## config.mk

```make
export PLATFORM = sky130hd
export DESIGN_NAME = id_issue_ctrl_flat
export DESIGN_NICKNAME = d
export VERILOG_FILES = /design/src/rtl/id_issue_ctrl_if.sv /design/src/rtl/id_issue_ctrl.sv /design/src/flat_wrapper.sv
export SDC_FILE = /design/constraint.sdc
export NUM_CORES = 1
export LEC_CHECK = 0
export ABC_AREA = 1
export ABC_CLOCK_PERIOD_IN_PS = 1650
export BUFFER_PORTS_ARGS = -buffer_cell sky130_fd_sc_hd__buf_2
export CAP_MARGIN = 30
export CORE_MARGIN = 2
export CORE_UTILIZATION = 40
export DETAILED_ROUTE_END_ITERATION = 7
export GPL_TIMING_DRIVEN = 0
export REMOVE_ABC_BUFFERS = 1
export SETUP_SLACK_MARGIN = 0.15
export SLEW_MARGIN = 20
export SYNTH_ARGS = -nofsm -noshare
export SYNTH_HDL_FRONTEND = slang
export SYNTH_SLANG_ARGS = --single-unit
```

## constraint.sdc

```tcl
create_clock -name clk -period 1.65 [get_ports clk]
set_input_delay 0.33 -clock clk [delete_from_list [all_inputs] [get_ports clk]]
set_output_delay 0.33 -clock clk [all_outputs]
set_load 0.01 [all_outputs]
```

## src/rtl/id_issue_ctrl_if.sv

```systemverilog
// IF -> decode -> EX handshake bundle for id_issue_ctrl.
// The slave modport is the controller's view; the master modport is the driver of IF and the EX sink.
interface id_issue_ctrl_if #(
   parameter int XLEN       = 32,
   parameter int IMM_TYPE_W = 3
);
   logic                  if_valid;
   logic                  if_ready;
   logic [XLEN-1:0]       if_instr;
   logic [XLEN-1:0]       if_pc;
   logic                  ex_valid;
   logic                  ex_ready;
   logic [XLEN-1:0]       ex_instr;
   logic [XLEN-1:0]       ex_pc;
   logic [IMM_TYPE_W-1:0] ex_imm_type;
   logic                  ex_uses_imm;
   logic                  ex_illegal;

   modport slave (
      input  if_valid, if_instr, if_pc, ex_ready,
      output if_ready, ex_valid, ex_instr, ex_pc, ex_imm_type, ex_uses_imm, ex_illegal
   );

   modport master (
      output if_valid, if_instr, if_pc, ex_ready,
      input  if_ready, ex_valid, ex_instr, ex_pc, ex_imm_type, ex_uses_imm, ex_illegal
   );
endinterface

```

## src/rtl/id_issue_ctrl.sv

```systemverilog
// Decode-stage sequencer: 2-entry skid buffer (OUT + SKID), immediate-type decode, load-use bubble, flush.
// Optional macro ID_ILLEGAL_CHK_EN enables unknown-opcode detection on ex_illegal.
module id_issue_ctrl #(
   parameter int XLEN       = 32,
   parameter int IMM_TYPE_W = 3
) (
   input  logic         clk,
   input  logic         rst_n,
   input  logic         flush,
   id_issue_ctrl_if.slave bus
);
   localparam logic [IMM_TYPE_W-1:0] IMM_I   = IMM_TYPE_W'(0);
   localparam logic [IMM_TYPE_W-1:0] IMM_S   = IMM_TYPE_W'(1);
   localparam logic [IMM_TYPE_W-1:0] IMM_B   = IMM_TYPE_W'(2);
   localparam logic [IMM_TYPE_W-1:0] IMM_U   = IMM_TYPE_W'(3);
   localparam logic [IMM_TYPE_W-1:0] IMM_J   = IMM_TYPE_W'(4);
   localparam logic [IMM_TYPE_W-1:0] IMM_CSR = IMM_TYPE_W'(5);

   typedef struct packed {
      logic [XLEN-1:0]       instr;
      logic [XLEN-1:0]       pc;
      logic [IMM_TYPE_W-1:0] imm_type;
      logic                  uses_imm;
      logic                  is_load;
      logic                  rd_rs1;
      logic                  rd_rs2;
`ifdef ID_ILLEGAL_CHK_EN
      logic                  illegal;
`endif
   } entry_t;

   typedef enum logic {RUN, BUBBLE} state_t;

   function automatic entry_t decode(input logic [XLEN-1:0] instr, input logic [XLEN-1:0] pc);
      entry_t e;
      e          = '0;
      e.instr    = instr;
      e.pc       = pc;
      e.imm_type = IMM_I;
      e.rd_rs1   = 1'b1;
      case (instr[6:0])
         7'b0000011: begin e.uses_imm = 1'b1; e.is_load = 1'b1; end
         7'b0010011,
         7'b1100111: e.uses_imm = 1'b1;
         7'b0100011: begin e.imm_type = IMM_S; e.uses_imm = 1'b1; e.rd_rs2 = 1'b1; end
         7'b1100011: begin e.imm_type = IMM_B; e.uses_imm = 1'b1; e.rd_rs2 = 1'b1; end
         7'b0110111,
         7'b0010111: begin e.imm_type = IMM_U; e.uses_imm = 1'b1; e.rd_rs1 = 1'b0; end
         7'b1101111: begin e.imm_type = IMM_J; e.uses_imm = 1'b1; e.rd_rs1 = 1'b0; end
         7'b1110011: begin e.imm_type = IMM_CSR; e.uses_imm = 1'b1; end
         7'b0110011: begin
            e.rd_rs2 = 1'b1;
`ifdef ID_ILLEGAL_CHK_EN
            e.illegal = !(instr[31:25] == 7'b0000000 || instr[31:25] == 7'b0100000);
`endif
         end
         default: begin
`ifdef ID_ILLEGAL_CHK_EN
            e.illegal = 1'b1;
`endif
         end
      endcase
`ifdef ID_ILLEGAL_CHK_EN
      // Illegal instructions never stall and never arm the load tracker.
      if (e.illegal) begin
         e.rd_rs1  = 1'b0;
         e.rd_rs2  = 1'b0;
         e.is_load = 1'b0;
      end
`endif
      return e;
   endfunction

   entry_t     out_q, out_d, skid_q, skid_d, in_e;
   logic       out_vld, out_vld_d, skid_vld, skid_vld_d, rdy_q;
   logic       ld_pend, ld_pend_d;
   logic [4:0] ld_rd, ld_rd_d;
   state_t     state_q, state_d;
   logic       accept, hazard, ex_vld_c, issue;

   always_comb begin
      accept   = bus.if_valid & rdy_q;
      hazard   = (state_q == RUN) & ld_pend & out_vld &
                 ((out_q.rd_rs1 & (out_q.instr[19:15] == ld_rd)) |
                  (out_q.rd_rs2 & (out_q.instr[24:20] == ld_rd)));
      // The hazard cycle itself is the single bubble; BUBBLE is the recovery cycle with ld_pend clear.
      ex_vld_c = out_vld & ~hazard;
      issue    = ex_vld_c & bus.ex_ready;
      in_e     = decode(bus.if_instr, bus.if_pc);
   end

   always_comb begin
      state_d = state_q;
      case (state_q)
         RUN:     if (hazard) state_d = BUBBLE;
         BUBBLE:  state_d = RUN;
         default: state_d = RUN;
      endcase
      if (flush) state_d = RUN;
   end

   always_comb begin
      out_d      = out_q;
      out_vld_d  = out_vld;
      skid_d     = skid_q;
      skid_vld_d = skid_vld;
      if (!out_vld || issue) begin
         if (skid_vld) begin
            out_d      = skid_q;
            out_vld_d  = 1'b1;
            skid_vld_d = 1'b0;
         end else if (accept) begin
            out_d     = in_e;
            out_vld_d = 1'b1;
         end else begin
            out_vld_d = 1'b0;
         end
      end else if (accept) begin
         skid_d     = in_e;
         skid_vld_d = 1'b1;
      end
      if (flush) begin
         out_vld_d  = 1'b0;
         skid_vld_d = 1'b0;
      end
   end

   always_comb begin
      ld_pend_d = ld_pend;
      ld_rd_d   = ld_rd;
      if (issue) begin
         ld_pend_d = out_q.is_load & (out_q.instr[11:7] != 5'd0);
         ld_rd_d   = out_q.instr[11:7];
      end else if (!out_vld || hazard || state_q == BUBBLE) begin
         ld_pend_d = 1'b0;
      end
      if (flush) ld_pend_d = 1'b0;
   end

   always_ff @(posedge clk) begin
      if (!rst_n) begin
         out_q    <= '0;
         skid_q   <= '0;
         out_vld  <= 1'b0;
         skid_vld <= 1'b0;
         rdy_q    <= 1'b1;
         ld_pend  <= 1'b0;
         ld_rd    <= 5'd0;
         state_q  <= RUN;
      end else begin
         out_q    <= out_d;
         skid_q   <= skid_d;
         out_vld  <= out_vld_d;
         skid_vld <= skid_vld_d;
         rdy_q    <= ~skid_vld_d;
         ld_pend  <= ld_pend_d;
         ld_rd    <= ld_rd_d;
         state_q  <= state_d;
      end
   end

   assign bus.if_ready    = rdy_q;
   assign bus.ex_valid    = ex_vld_c;
   assign bus.ex_instr    = out_q.instr;
   assign bus.ex_pc       = out_q.pc;
   assign bus.ex_imm_type = out_q.imm_type;
   assign bus.ex_uses_imm = out_q.uses_imm;
`ifdef ID_ILLEGAL_CHK_EN
   assign bus.ex_illegal  = out_q.illegal;
`else
   assign bus.ex_illegal  = 1'b0;
`endif
endmodule

```

## src/flat_wrapper.sv

```systemverilog
// flat-port wrapper written by rule: the top's interface ports become plain ports
module id_issue_ctrl_flat 
#(
   parameter int XLEN       = 32,
   parameter int IMM_TYPE_W = 3
)
  (clk, rst_n, flush, bus_if_valid, bus_if_instr, bus_if_pc, bus_ex_ready, bus_if_ready, bus_ex_valid, bus_ex_instr, bus_ex_pc, bus_ex_imm_type, bus_ex_uses_imm, bus_ex_illegal);
  id_issue_ctrl_if #(.XLEN(XLEN), .IMM_TYPE_W(IMM_TYPE_W)) bus_i ();
  input  logic clk;
  input  logic rst_n;
  input  logic flush;
  input wire logic [$bits(bus_i.if_valid)-1:0] bus_if_valid;
  input wire logic [$bits(bus_i.if_instr)-1:0] bus_if_instr;
  input wire logic [$bits(bus_i.if_pc)-1:0] bus_if_pc;
  input wire logic [$bits(bus_i.ex_ready)-1:0] bus_ex_ready;
  output wire logic [$bits(bus_i.if_ready)-1:0] bus_if_ready;
  output wire logic [$bits(bus_i.ex_valid)-1:0] bus_ex_valid;
  output wire logic [$bits(bus_i.ex_instr)-1:0] bus_ex_instr;
  output wire logic [$bits(bus_i.ex_pc)-1:0] bus_ex_pc;
  output wire logic [$bits(bus_i.ex_imm_type)-1:0] bus_ex_imm_type;
  output wire logic [$bits(bus_i.ex_uses_imm)-1:0] bus_ex_uses_imm;
  output wire logic [$bits(bus_i.ex_illegal)-1:0] bus_ex_illegal;
  assign bus_i.if_valid = bus_if_valid;
  assign bus_i.if_instr = bus_if_instr;
  assign bus_i.if_pc = bus_if_pc;
  assign bus_i.ex_ready = bus_ex_ready;
  assign bus_if_ready = bus_i.if_ready;
  assign bus_ex_valid = bus_i.ex_valid;
  assign bus_ex_instr = bus_i.ex_instr;
  assign bus_ex_pc = bus_i.ex_pc;
  assign bus_ex_imm_type = bus_i.ex_imm_type;
  assign bus_ex_uses_imm = bus_i.ex_uses_imm;
  assign bus_ex_illegal = bus_i.ex_illegal;
  id_issue_ctrl #(.XLEN(XLEN), .IMM_TYPE_W(IMM_TYPE_W)) u_core (.clk(clk), .rst_n(rst_n), .flush(flush), .bus(bus_i));
endmodule
```

# Word level (Yosys, flattened, before mapping)
# Index checks and enable logic that the tools add are counted.
# totals
ff_bits	152
input_bits	69
word_cells	77
# op_classes
n_eq_ne	12
mux	16
bitwise	15
reduce_logical	14
# ops
op	n
two-way mux 71 bit	2
equality test 7 bit (second input constant)	4
equality test 7 x 6 -> 1 bit (second input constant)	3
case mux 3 bit (5 select lines)	1
equality test 7 x 5 -> 1 bit (second input constant)	2
two-way mux 1 bit	12
equality test 5 bit	2
bitwise AND 1 bit	9
OR reduction 9 bit	1
equality test 7 x 2 -> 1 bit (second input constant)	1
OR reduction 3 bit	2
inverter 1 bit	5
nonzero test 5 bit	1
AND reduction 2 bit	2
nonzero test 2 bit	2
OR reduction 2 bit	2
logical OR 1 bit	3
case mux 1 bit (2 select lines)	1
logical NOT 1 bit	1
OR 1 bit	1

# Logic depth before layout (Yosys ltp)
# Gate-level depths: netlist of run 1.
# logic_depth
depth_word	11
mapped_depth	14

# Worst setup path after synthesis of run 1
# No wires, ideal clock.
# synth_path
kind	flip-flop to flip-flop
start	register u_core.ld_rd[3]
end	register u_core.skid_q[1] (netlist name)
setup_ns	0.111
arrival_ns	1.411
slack_ns	0.127
path_stages_with_launch	14
n_path_buf	2
period_less_slack_ns	1.523
path_cell_list	dfxtp_1 -> inv_2 -> nand2_1 -> nand2_1 -> nor2_1 -> nand3_1 -> nand2_1 -> nand2_2 -> a21boi_1 -> buf_4 -> buf_2 -> nand3_1 -> nand2_1 -> nor2_1
# synth_between
elab_chain_len	10
elab_cells_between_ends	12
# synth_rtl
element	line	rtl
start: declaration	id_issue_ctrl.sv:77	logic [4:0] ld_rd, ld_rd_d;
start signal: assignment	id_issue_ctrl.sv:157	ld_rd <= ld_rd_d;
equality test 5 bit (on tied branches)	id_issue_ctrl.sv:84, id_issue_ctrl.sv:85	
bitwise AND 1 bit (on tied branches)	id_issue_ctrl.sv:84, id_issue_ctrl.sv:85	
OR 1 bit *	id_issue_ctrl.sv:84	((out_q.rd_rs1 & (out_q.instr[19:15] == ld_rd)) |
bitwise AND 1 bit *	id_issue_ctrl.sv:83	hazard = (state_q == RUN) & ld_pend & out_vld &
inverter 1 bit *	id_issue_ctrl.sv:87	ex_vld_c = out_vld & ~hazard;
bitwise AND 1 bit *	id_issue_ctrl.sv:87	
bitwise AND 1 bit *	id_issue_ctrl.sv:88	issue = ex_vld_c & bus.ex_ready;
logical OR 1 bit *	id_issue_ctrl.sv:107	if (!out_vld || issue) begin
inverter 1 bit (no source line) *	--	
AND reduction 2 bit (no source line) *	--	
end signal: assignment	id_issue_ctrl.sv:152	skid_q <= skid_d;
end: declaration	id_issue_ctrl.sv:74	entry_t out_q, out_d, skid_q, skid_d, in_e;
# Mark *: on every way between the ends. The rest lies on a longest branch, timed or not.
# A chain may end at the register's enable or synchronous reset.

# Worst setup path in the final report of run 1
# layout_path
start	register u_core.out_q (netlist bit u_core.bus.ex_instr[19])
end	register u_core.skid_q[6] (netlist name)
# layout_between
elab_chain_len	10
# layout_rtl
element	line	rtl
start: declaration	id_issue_ctrl.sv:74	
start signal: assignment	id_issue_ctrl.sv:151	out_q <= out_d;
equality test 5 bit	id_issue_ctrl.sv:84	
bitwise AND 1 bit	id_issue_ctrl.sv:84	
OR 1 bit	id_issue_ctrl.sv:84	
bitwise AND 1 bit	id_issue_ctrl.sv:83	
inverter 1 bit	id_issue_ctrl.sv:87	
bitwise AND 1 bit	id_issue_ctrl.sv:87	
bitwise AND 1 bit	id_issue_ctrl.sv:88	
logical OR 1 bit	id_issue_ctrl.sv:107	
inverter 1 bit (no source line)	--	
AND reduction 2 bit (no source line)	--	
# Every way passes these cells.

==> key figures, run 1 <==
Power
  – Total power divided by cell area: 916 nW/um^2
  – Pleak: 0.00500 uW
  – Worst vdd ir: 0.000677 V

Run
  – Max_cap viols: 0

Status
  – Status: complete, but fails checks
  – Failing checks: setup timing

Yosys
  – Synth unique cells: 25
  – Cells after Synth: 1,239
  – Area contributors post-synth: dfxtp_1 (39%), nand2_1 (15%), nor2_1 (15%), buf_4 (7.3%), inv_1 (6.7%)
  – Leading area contributor after synthesis: dfxtp_1
  – Synth warn: 0
  – Syn avg cell area: 6.26 um^2
  – Seq/Total Area, Yosys: 0.392
  – Synth top area share: 0.392
  – Post-synthesis register bit count: 152
  – Mapped Area: 7760 um^2

Placed design
  – Port Buffers: 138
  – Routability congestion estimate: 0.756
  – Dpl hpwl: 10.6 mm

Global route
  – Total congestion overflow: 0
  – Largest net degree at the start of global routing: 77
  – Antenna violations before repair: 2
  – Vias in the first global route: 7,018
  – All-Layer GR Usage: 0.249
  – First-pass GRT wire length: 38.5 mm

Routing
  – Vias per cell: 4.80
  – Routed WL per cell: 16.0 um
  – Via count: 7,756
  – Final wirelength: 25.9 mm
  – Iteration-0 DRC count of the detailed router: 537
  – Antenna Nets Post-Route: 0
  – Drt drc: 0
  – Pre-antenna DRT Iters: 5

STA
  – Max_slew headroom: 0.591
  – Setup Viol. Count Final: 152
  – Fin Clk Skew: 0.0111 ns
  – Fin crit share: 1.17
  – FMAX: 516 MHz
  – Slew Viols, Final: 0
  – Period minus WS final: 1.94 ns
  – Setup ws final: -0.288 ns
  – Final-report hold violation count: 0
  – RSZ-0062 raised after global routing: yes
  – Setup tns final: -33.17 ns
  – Worst Tran Pin Value: 0.613 ns

Die
  – Die Ht: 143 um
  – Initial cell density of the core: 0.411
  – Row cnt: 50
  – I/O Pins: 140
  – Width of the die: 143 um
  – Core footprint: 18,900 um^2
  – Die area: 20,500 um^2

CTS
  – CTS tree: yes
  – Worst-path clk slew: 0.06 ns
  – CTS H-Tree Depth: 4
  – Longest Clk Path Bufs: 2
  – Cts bufs inserted: 17
  – Root Driver: clkbuf_16
  – CTS sink cnt: 152
  – Clock Latency Late Sink: 0.43 ns

Worst hold path
  – Worst hold path type: input pin to flip-flop

Setup path
  – Crit. End Element: flip-flop
  – Worst path required time: 2.00 ns
  – CP Data Arrival Time: 2.29 ns
  – Crit Path Max Fanout: 12
  – Worst setup SP type: flip-flop
  – Critical path class: flip-flop to flip-flop

Layout
  – P&R area growth vs syn: 36.1%
  – Final nets: 1,412
  – Share of cells above drive strength 1: 0.310
  – Util after Layout: 0.559
## worst max-delay path: stages, from the launching register on
cell	delay (ns)
dfxtp_2	0.36
inv_2	0.05
nand2_2	0.05
nand2_1	0.05
nor2_1	0.11
nand3_1	0.13
nand2_2	0.10
nand2_4	0.07
a21boi_4	0.19
buf_12	0.14
buf_16	0.11
nand2_8	0.10
clkinv_16	0.10
buf_12	0.14
nor2_1	0.05
nor2_1	0.11
## kinds of logic (layout without fill, tap and decap cells)
family / count (synthesis) / after routing / synth area share
other: 1 / 2 / 0.000483
buffers and inverters: 282 / 378 / 0.183
AOI/OAI and AO/OA: 83 / 83 / 0.0543
muxes: 3 / 3 / 0.00387
and+or+nand+nor: 718 / 739 / 0.366
DFF: 152 / 152 / 0.392
## where the power goes
part	internal, uW	total (uW)	leakage, uW	switching (uW)
registers	3870	3980	0.00125	115
clock network	2460	4040	0.000288	1580
logic	642	1660	0.00346	1010
total	6970	9670	0.00500	2710
## layer usage
| metal | up-vias | track usage | routed length [um] |
|---|---|---|---|
| met1 | 3544 | 0.318 | 11200 |
| met3 | 37 | 0.0547 | 1710 |
| met4 | 2 | 0.0774 | 492 |
| met2 | 265 | 0.422 | 12500 |
| li1 | 3908 | - | - |
| met5 | - | 0 | 7 |
## Yosys cell counts
library cell	n
nand2_1	318
nor2_1	307
dfxtp_1	152
inv_1	139
nand3_1	78
buf_4	75
o21ai_0	71
clkbuf_1	24
buf_2	15
buf_1	14
a21oi_1	9
buf_6	8
inv_2	6
nand3b_1	4
nand4_1	4
mux2i_1	3
nand2_2	3
nor3_1	2
a21boi_1	1
a31oi_1	1
clkinv_2	1
conb_1	1
nand2_4	1
nand3_2	1
o211ai_1	1
## repair_timing
action	CTS	global route
resized for setup	108	153
pin swaps	26	55
buffers inserted	34	8
gates cloned	30	4
hold buffers	0	0
setup endpoints to repair	147	152
## through the flow
stage / cell area, um^2 / total power, uW / std cells / hold slack [ns] / setup WS, ns
6_report: 10600 / 9670 / 1617 / 0.187 / -0.288
5_1_grt: 10600 / 10100 / 1616 / 0.185 / -0.377
4_1_cts: 9970 / 9550 / 1604 / 0.151 / -0.276
3_5_place_dp: 8110 / 5140 / 1508 / 0.458 / -0.982
3_3_place_gp: 7910 / 5130 / 1501 / 0.448 / -5.25
2_1_floorplan: 6890 / 4690 / 1103 / 0.440 / -2.59
## path summary, 6_finish.rpt
kind,slack [ns],start,to,cells after the start
setup reg to reg,-0.29,u_core.bus.ex_instr[19]$_SDFFE_PN0P_,u_core.skid_q[6]$_SDFFE_PN0P_,15
hold / removal,0.19,flush,u_core.bus.if_ready$_SDFF_PN1_,3
setup / recovery,-0.29,u_core.bus.ex_instr[19]$_SDFFE_PN0P_,u_core.skid_q[6]$_SDFFE_PN0P_,15
hold reg to reg,0.47,u_core.skid_q[11]$_SDFFE_PN0P_,u_core.skid_q[11]$_SDFFE_PN0P_,2
## sequential cells by signal, summed over array words and instances, names as in the netlist
register and count:
u_core.bus.ex_uses_imm 1, u_core.out_vld 1, u_core.skid_vld 1, u_core.skid_q 71
u_core.ld_rd 5, u_core.ld_pend 1, u_core.bus.ex_instr 32, u_core.bus.if_ready 1
u_core.bus.ex_pc 32, u_core.state_q 1, u_core.out_q 3, u_core.bus.ex_imm_type 3
## cell usage in the layout, fill, tap and decap left out, drive strengths merged, types with 2 or more instances in the layout
cell / synthesis / layout
nor2: 307 / 307
clkinvlp: 0 / 2
nor3: 2 / 2
a21oi: 9 / 9
nand3b: 4 / 4
nand3: 79 / 79
buf: 112 / 193
clkbuf: 24 / 27
clkinv: 1 / 8
mux2i: 3 / 3
inv: 145 / 145
bufinv: 0 / 3
nand4: 4 / 4
nand2: 322 / 343
dfxtp: 152 / 152
o21ai: 71 / 71
## layout make-up
class                   count  area (um^2)
diodes                      1         2.50
fillers                  1888         8330
well taps                 260          325
flip-flops and latches    152         3070
inverters                 146          594
clock buffers              24          472
multi-input cells         826         4240
repair buffers            196         1670
clock inverters             8          121
repair inverters            4         71.3
No activity file was read; power rests on OpenSTA's default activity.
==> inputs of run 2 (changes only) <==
--- a/config.mk
+++ b/config.mk
@@ -19,3 +19,4 @@
 export SYNTH_ARGS = -nofsm -noshare
 export SYNTH_HDL_FRONTEND = slang
 export SYNTH_SLANG_ARGS = --single-unit
+export TNS_END_PERCENT = 50
==> key figures, run 2 (synthesized netlist as in run 1, its figures left out) <==
Setup path
  – Worst setup SP type: flip-flop
  – CP max-delay cell: dfxtp_2
  – Worst path required time: 2.00 ns
  – Crit Path Max Fanout: 10
  – CP Data Arrival Time: 2.30 ns
  – Cell repeated most along the worst path: nor2_1
  – Crit-path cells: inv_2, nand2_2, nand2_1, nor2_1, nand3_1, nand2_2, nand2_4, a21boi_4, buf_12, buf_16, nand2_8, clkinv_16, clkbuf_16, nor2_1, nor2_1
  – Worst Path Buf+Inv: 5
  – Crit. End Element: flip-flop
  – Delay-heaviest family, CP: simple AND/OR/NAND/NOR gates
  – Largest stage delay on the critical path: 0.36 ns
  – Critical path class: flip-flop to flip-flop

Status
  – Status: complete, but fails checks
  – Failing checks: setup timing

Global route
  – All-Layer GR Usage: 0.247
  – Antenna violations before repair: 3
  – Vias in the first global route: 6,982
  – Total congestion overflow: 0
  – First-pass GRT wire length: 38.2 mm
  – Largest net degree at the start of global routing: 77

Placed design
  – Post-Place Cell Area: 8110 um^2
  – Port Buffers: 138
  – Dpl hpwl: 10.6 mm
  – Routability congestion estimate: 0.756
  – Placed cell count: 1,508

STA
  – Fin crit share: 1.18
  – Max_slew headroom: 0.597
  – RSZ-0062 raised after global routing: yes
  – WHS: 0.162 ns
  – Slew Viols, Final: 0
  – Setup Viol. Count Final: 151
  – Setup ws final: -0.297 ns
  – FMAX: 514 MHz
  – Fin Clk Skew: 0.0105 ns
  – Worst Tran Pin Value: 0.605 ns
  – Period minus WS final: 1.95 ns
  – Final-report hold violation count: 0

Routing
  – Antenna Nets Post-Route: 0
  – Final wirelength: 25.2 mm
  – Routed WL per cell: 15.6 um
  – Pre-antenna DRT Iters: 5
  – Drt drc: 0
  – Vias per cell: 4.66
  – Iteration-0 DRC count of the detailed router: 500
  – Via count: 7,508

Power
  – Sw Share: 0.275
  – Logic pwr share: 0.161
  – Power Internal: 6920 uW
  – Worst vdd ir: 0.000679 V
  – P_sw: 2630 uW
  – Total power divided by cell area: 937 nW/um^2
  – Clock power frac: 0.422
  – Pleak: 0.00494 uW
  – Reg power frac: 0.416

Die
  – Core footprint: 18,900 um^2
  – Initial cell density of the core: 0.411
  – Die Ht: 143 um
  – Row cnt: 50
  – Width of the die: 143 um
  – I/O Pins: 140
  – Die area: 20,500 um^2

Layout
  – P&R area growth vs syn: 31.3%
  – Most frequent cells in the layout: nand2_1 (296), nor2_1 (283), inv_1 (136), buf_2 (136), dfxtp_1 (136)
  – Util after Layout: 0.539
  – Commonest non-fill, non-tap cell in the layout: nand2_1
  – Post-Layout Cell Count: 1,611
  – Final nets: 1,406
  – Cell area after layout: 10,200 um^2
  – Share of cells above drive strength 1: 0.239
  – Largest Register: u_core.skid_q
  – Max reg flops: 71

CTS
  – Cts bufs inserted: 17
  – Clock Latency Late Sink: 0.43 ns
  – CTS sink cnt: 152
  – Worst-path clk slew: 0.06 ns
  – CTS H-Tree Depth: 4
  – CTS tree: yes
  – Longest Clk Path Bufs: 2
  – Root Driver: clkbuf_16

Run
  – Max_cap viols: 0

Worst hold path
  – Worst hold path type: input pin to flip-flop
[run 2: changes by cell type in the layout (fill, tap and decap cells not counted), sizes merged]
cell    change
buf         -5
clkbuf      -1
[run 2: layer usage]
metal,track usage,part of all wire,vias up
met3,0.0557,0.061,39
met1,0.314,0.44,3379
met5,0,0.00071,-
li1,-,-,3889
met4,0.0764,0.021,4
met2,0.417,0.48,197
[run 2: worst paths after layout]
check                           cells after the start  slack [ns]                              to                           start
worst min register to register                      2        0.47  u_core.skid_q[11]$_SDFFE_PN0P_  u_core.skid_q[11]$_SDFFE_PN0P_
worst min-delay path                                3        0.16  u_core.bus.if_ready$_SDFF_PN1_                           flush
worst max-delay path                               15       -0.30  u_core.skid_q[50]$_SDFFE_PN0P_    u_core.ld_rd[4]$_SDFFE_PN0P_
worst max register to register                     15       -0.30  u_core.skid_q[50]$_SDFFE_PN0P_    u_core.ld_rd[4]$_SDFFE_PN0P_
[run 2: cell type report]
type | instances | area (um^2)
multi-input combinational | 826 | 3950
antenna | 1 | 2.50
timing repair buffer | 190 | 1580
fill | 1929 | 8710
clock inverter | 8 | 121
sequential | 152 | 3070
timing repair inverter | 4 | 71.3
tap | 260 | 325
inverter | 146 | 594
clock buffer | 24 | 472
[run 2: power by group through the flow]
stage          registers (uW)  logic, uW  clock network [uW]
2_1_floorplan            4100        587                   0
3_3_place_gp             4050       1090                   0
3_5_place_dp             4050       1090                   0
4_1_cts                  3970       1500                4070
5_1_grt                  4000       1720                4250
6_report                 3980       1540                4030
[run 2: what timing repair did]
| item | in CTS | in global routing |
|---|---|---|
| hold buffers | 0 | 0 |
| gates resized for setup | 94 | 60 |
| endpoints found under the setup margin | 147 | 152 |
| gates cloned | 29 | 4 |
| buffers inserted | 34 | 3 |
| pin swaps | 28 | 38 |
[run 2: worst min-delay path: stages]
cell	delay (ns)
buf_2	0.07
nor2_1	0.07
nand3_2	0.08
[run 2: metrics by stage]
step | setup WS (ns) | total power [uW] | setup TNS (ns)
floorplan | -2.59 | 4690 | -331.49
global placement | -5.25 | 5130 | -663.95
detailed placement | -0.982 | 5140 | -122.41
CTS | -0.276 | 9540 | -28.47
global route | -0.398 | 9970 | -51.25
finish | -0.297 | 9550 | -34.23
==> inputs of run 3 (changes only) <==
--- a/config.mk
+++ b/config.mk
@@ -7,7 +7,7 @@
 export LEC_CHECK = 0
 export ABC_AREA = 1
 export ABC_CLOCK_PERIOD_IN_PS = 1650
-export BUFFER_PORTS_ARGS = -buffer_cell sky130_fd_sc_hd__buf_2
+export BUFFER_PORTS_ARGS = -buffer_cell sky130_fd_sc_hd__clkbuf_2
 export CAP_MARGIN = 30
 export CORE_MARGIN = 2
 export CORE_UTILIZATION = 40
@@ -15,6 +15,7 @@
 export GPL_TIMING_DRIVEN = 0
 export REMOVE_ABC_BUFFERS = 1
 export SETUP_SLACK_MARGIN = 0.15
+export SKIP_LAST_GASP = 1
 export SLEW_MARGIN = 20
 export SYNTH_ARGS = -nofsm -noshare
 export SYNTH_HDL_FRONTEND = slang
==> key figures, run 3 (synthesized netlist as in run 1, its figures left out) <==
Status
  – Status: complete, but fails checks
  – Failing checks: setup timing

Layout
  – Most frequent cells in the layout: nor2_1 (289), nand2_1 (265), clkbuf_2 (136), dfxtp_1 (135), inv_1 (128)
  – Share of cells above drive strength 1: 0.300
  – P&R area growth vs syn: 40.0%
  – Max reg flops: 71
  – Final nets: 1,447
  – Commonest non-fill, non-tap cell in the layout: nor2_1
  – Util after Layout: 0.575
  – Largest Register: u_core.skid_q

STA
  – Slew Viols, Final: 0
  – Fin crit share: 1.18
  – FMAX: 515 MHz
  – Setup ws final: -0.291 ns
  – Setup Viol. Count Final: 152
  – Fin Clk Skew: 0.00924 ns
  – Worst Tran Pin Value: 0.544 ns
  – Max_slew headroom: 0.637
  – Final-report hold violation count: 0
  – Period minus WS final: 1.94 ns
  – Setup tns final: -34.92 ns
  – RSZ-0062 raised after global routing: yes

CTS
  – CTS tree: yes
  – CTS sink cnt: 152
  – Root Driver: clkbuf_16
  – Longest Clk Path Bufs: 2
  – Worst-path clk slew: 0.06 ns
  – Clock Latency Late Sink: 0.43 ns
  – CTS H-Tree Depth: 4
  – Cts bufs inserted: 17

Die
  – Row cnt: 50
  – I/O Pins: 140
  – Initial cell density of the core: 0.411
  – Width of the die: 143 um
  – Die Ht: 143 um
  – Core footprint: 18,900 um^2
  – Die area: 20,500 um^2

Run
  – Max_cap viols: 0

Setup path
  – Reg2reg start: u_core.bus.ex_instr[18]$_SDFFE_PN0P_
  – Critical path class: flip-flop to output pin
  – Worst path required time: 1.32 ns
  – Crit Path Max Fanout: 4
  – Worst setup SP type: flip-flop
  – Crit. End Element: output pin
  – CP Data Arrival Time: 1.61 ns
  – Crit. Startpoint: u_core.bus.ex_instr[18]$_SDFFE_PN0P_

Global route
  – First-pass GRT wire length: 40.2 mm
  – Largest net degree at the start of global routing: 77
  – Antenna violations before repair: 2
  – All-Layer GR Usage: 0.260
  – Vias in the first global route: 7,426
  – Total congestion overflow: 0

Power
  – Worst vdd ir: 0.000758 V
  – Pleak: 0.00522 uW
  – Total power divided by cell area: 927 nW/um^2

Worst hold path
  – Hold path start: flush
  – Worst hold path type: input pin to flip-flop

Routing
  – Routed WL per cell: 16.8 um
  – Routed length on met3: 1.78 mm
  – Met2 wire len: 13.6 mm
  – Vias per cell: 4.78
  – Final wirelength: 27.7 mm
  – Max layer used: met4
  – Pre-antenna DRT Iters: 6
  – Iteration-0 DRC count of the detailed router: 426
  – Drt drc: 0
  – Routed length on met1: 11.4 mm
  – Antenna Nets Post-Route: 0
  – Via count: 7,893

Placed design
  – Dpl hpwl: 10.7 mm
  – Port Buffers: 138
  – Routability congestion estimate: 0.749
  – DP Worst Slack: -0.963 ns
## run 3: through the flow
stage | instance area, um^2 | hold WS, ns | std cells | total power [uW]
floorplan | 6890 | 0.440 | 1103 | 4690
global placement | 7910 | 0.447 | 1501 | 5150
detailed placement | 8090 | 0.458 | 1507 | 5150
CTS | 10200 | 0.176 | 1623 | 9990
global route | 10900 | 0.212 | 1651 | 10400
finish | 10900 | 0.190 | 1652 | 10100
## run 3: final cells by class
cell class,instances,area [um^2]
diodes,2,5.00
repair inverters,4,50.0
clock inverters,7,164
inverters,146,591
flip-flops and latches,152,3070
well taps,260,325
fillers,1807,8030
clock buffers,24,492
repair buffers,232,2090
multi-input cells,825,4070
## run 3: repair_timing
action,4_1_cts,5_1_grt
endpoints found under the setup margin,146,152
setup buffers,54,17
pin swaps,26,29
hold buffers,0,0
gates cloned,31,10
gates resized for setup,124,81
## run 3: path summary, 6_finish.rpt
check                                   end  slack, ns  depth (start not counted)
min          u_core.bus.if_ready$_SDFF_PN1_       0.19                          3
max                            bus_ex_valid      -0.29                         10
max reg2reg  u_core.skid_q[27]$_SDFFE_PN0P_      -0.28                         14
min reg2reg  u_core.skid_q[43]$_SDFFE_PN0P_       0.47                          2
## run 3: metal layers
layer / up-vias / track usage
met5: - / 0
met4: 0 / 0.0960
met3: 63 / 0.0587
met2: 245 / 0.455
met1: 3607 / 0.313
li1: 3978 / -
## run 3: report_power, final
part | switching [uW] | internal (uW)
Clock | 1550 | 2840
Sequential | 122 | 3870
Combinational | 1000 | 692
## run 3: worst max-delay path, stage by stage, from the launching register on
cell and delay (ns):
dfxtp_2 0.36, inv_2 0.04, nand2_1 0.07, nand2_1 0.08, nor2_2 0.11, nand3_2 0.10
nand2_2 0.10, nand2_4 0.08, nand2_2 0.09, inv_2 0.04, buf_6 0.11
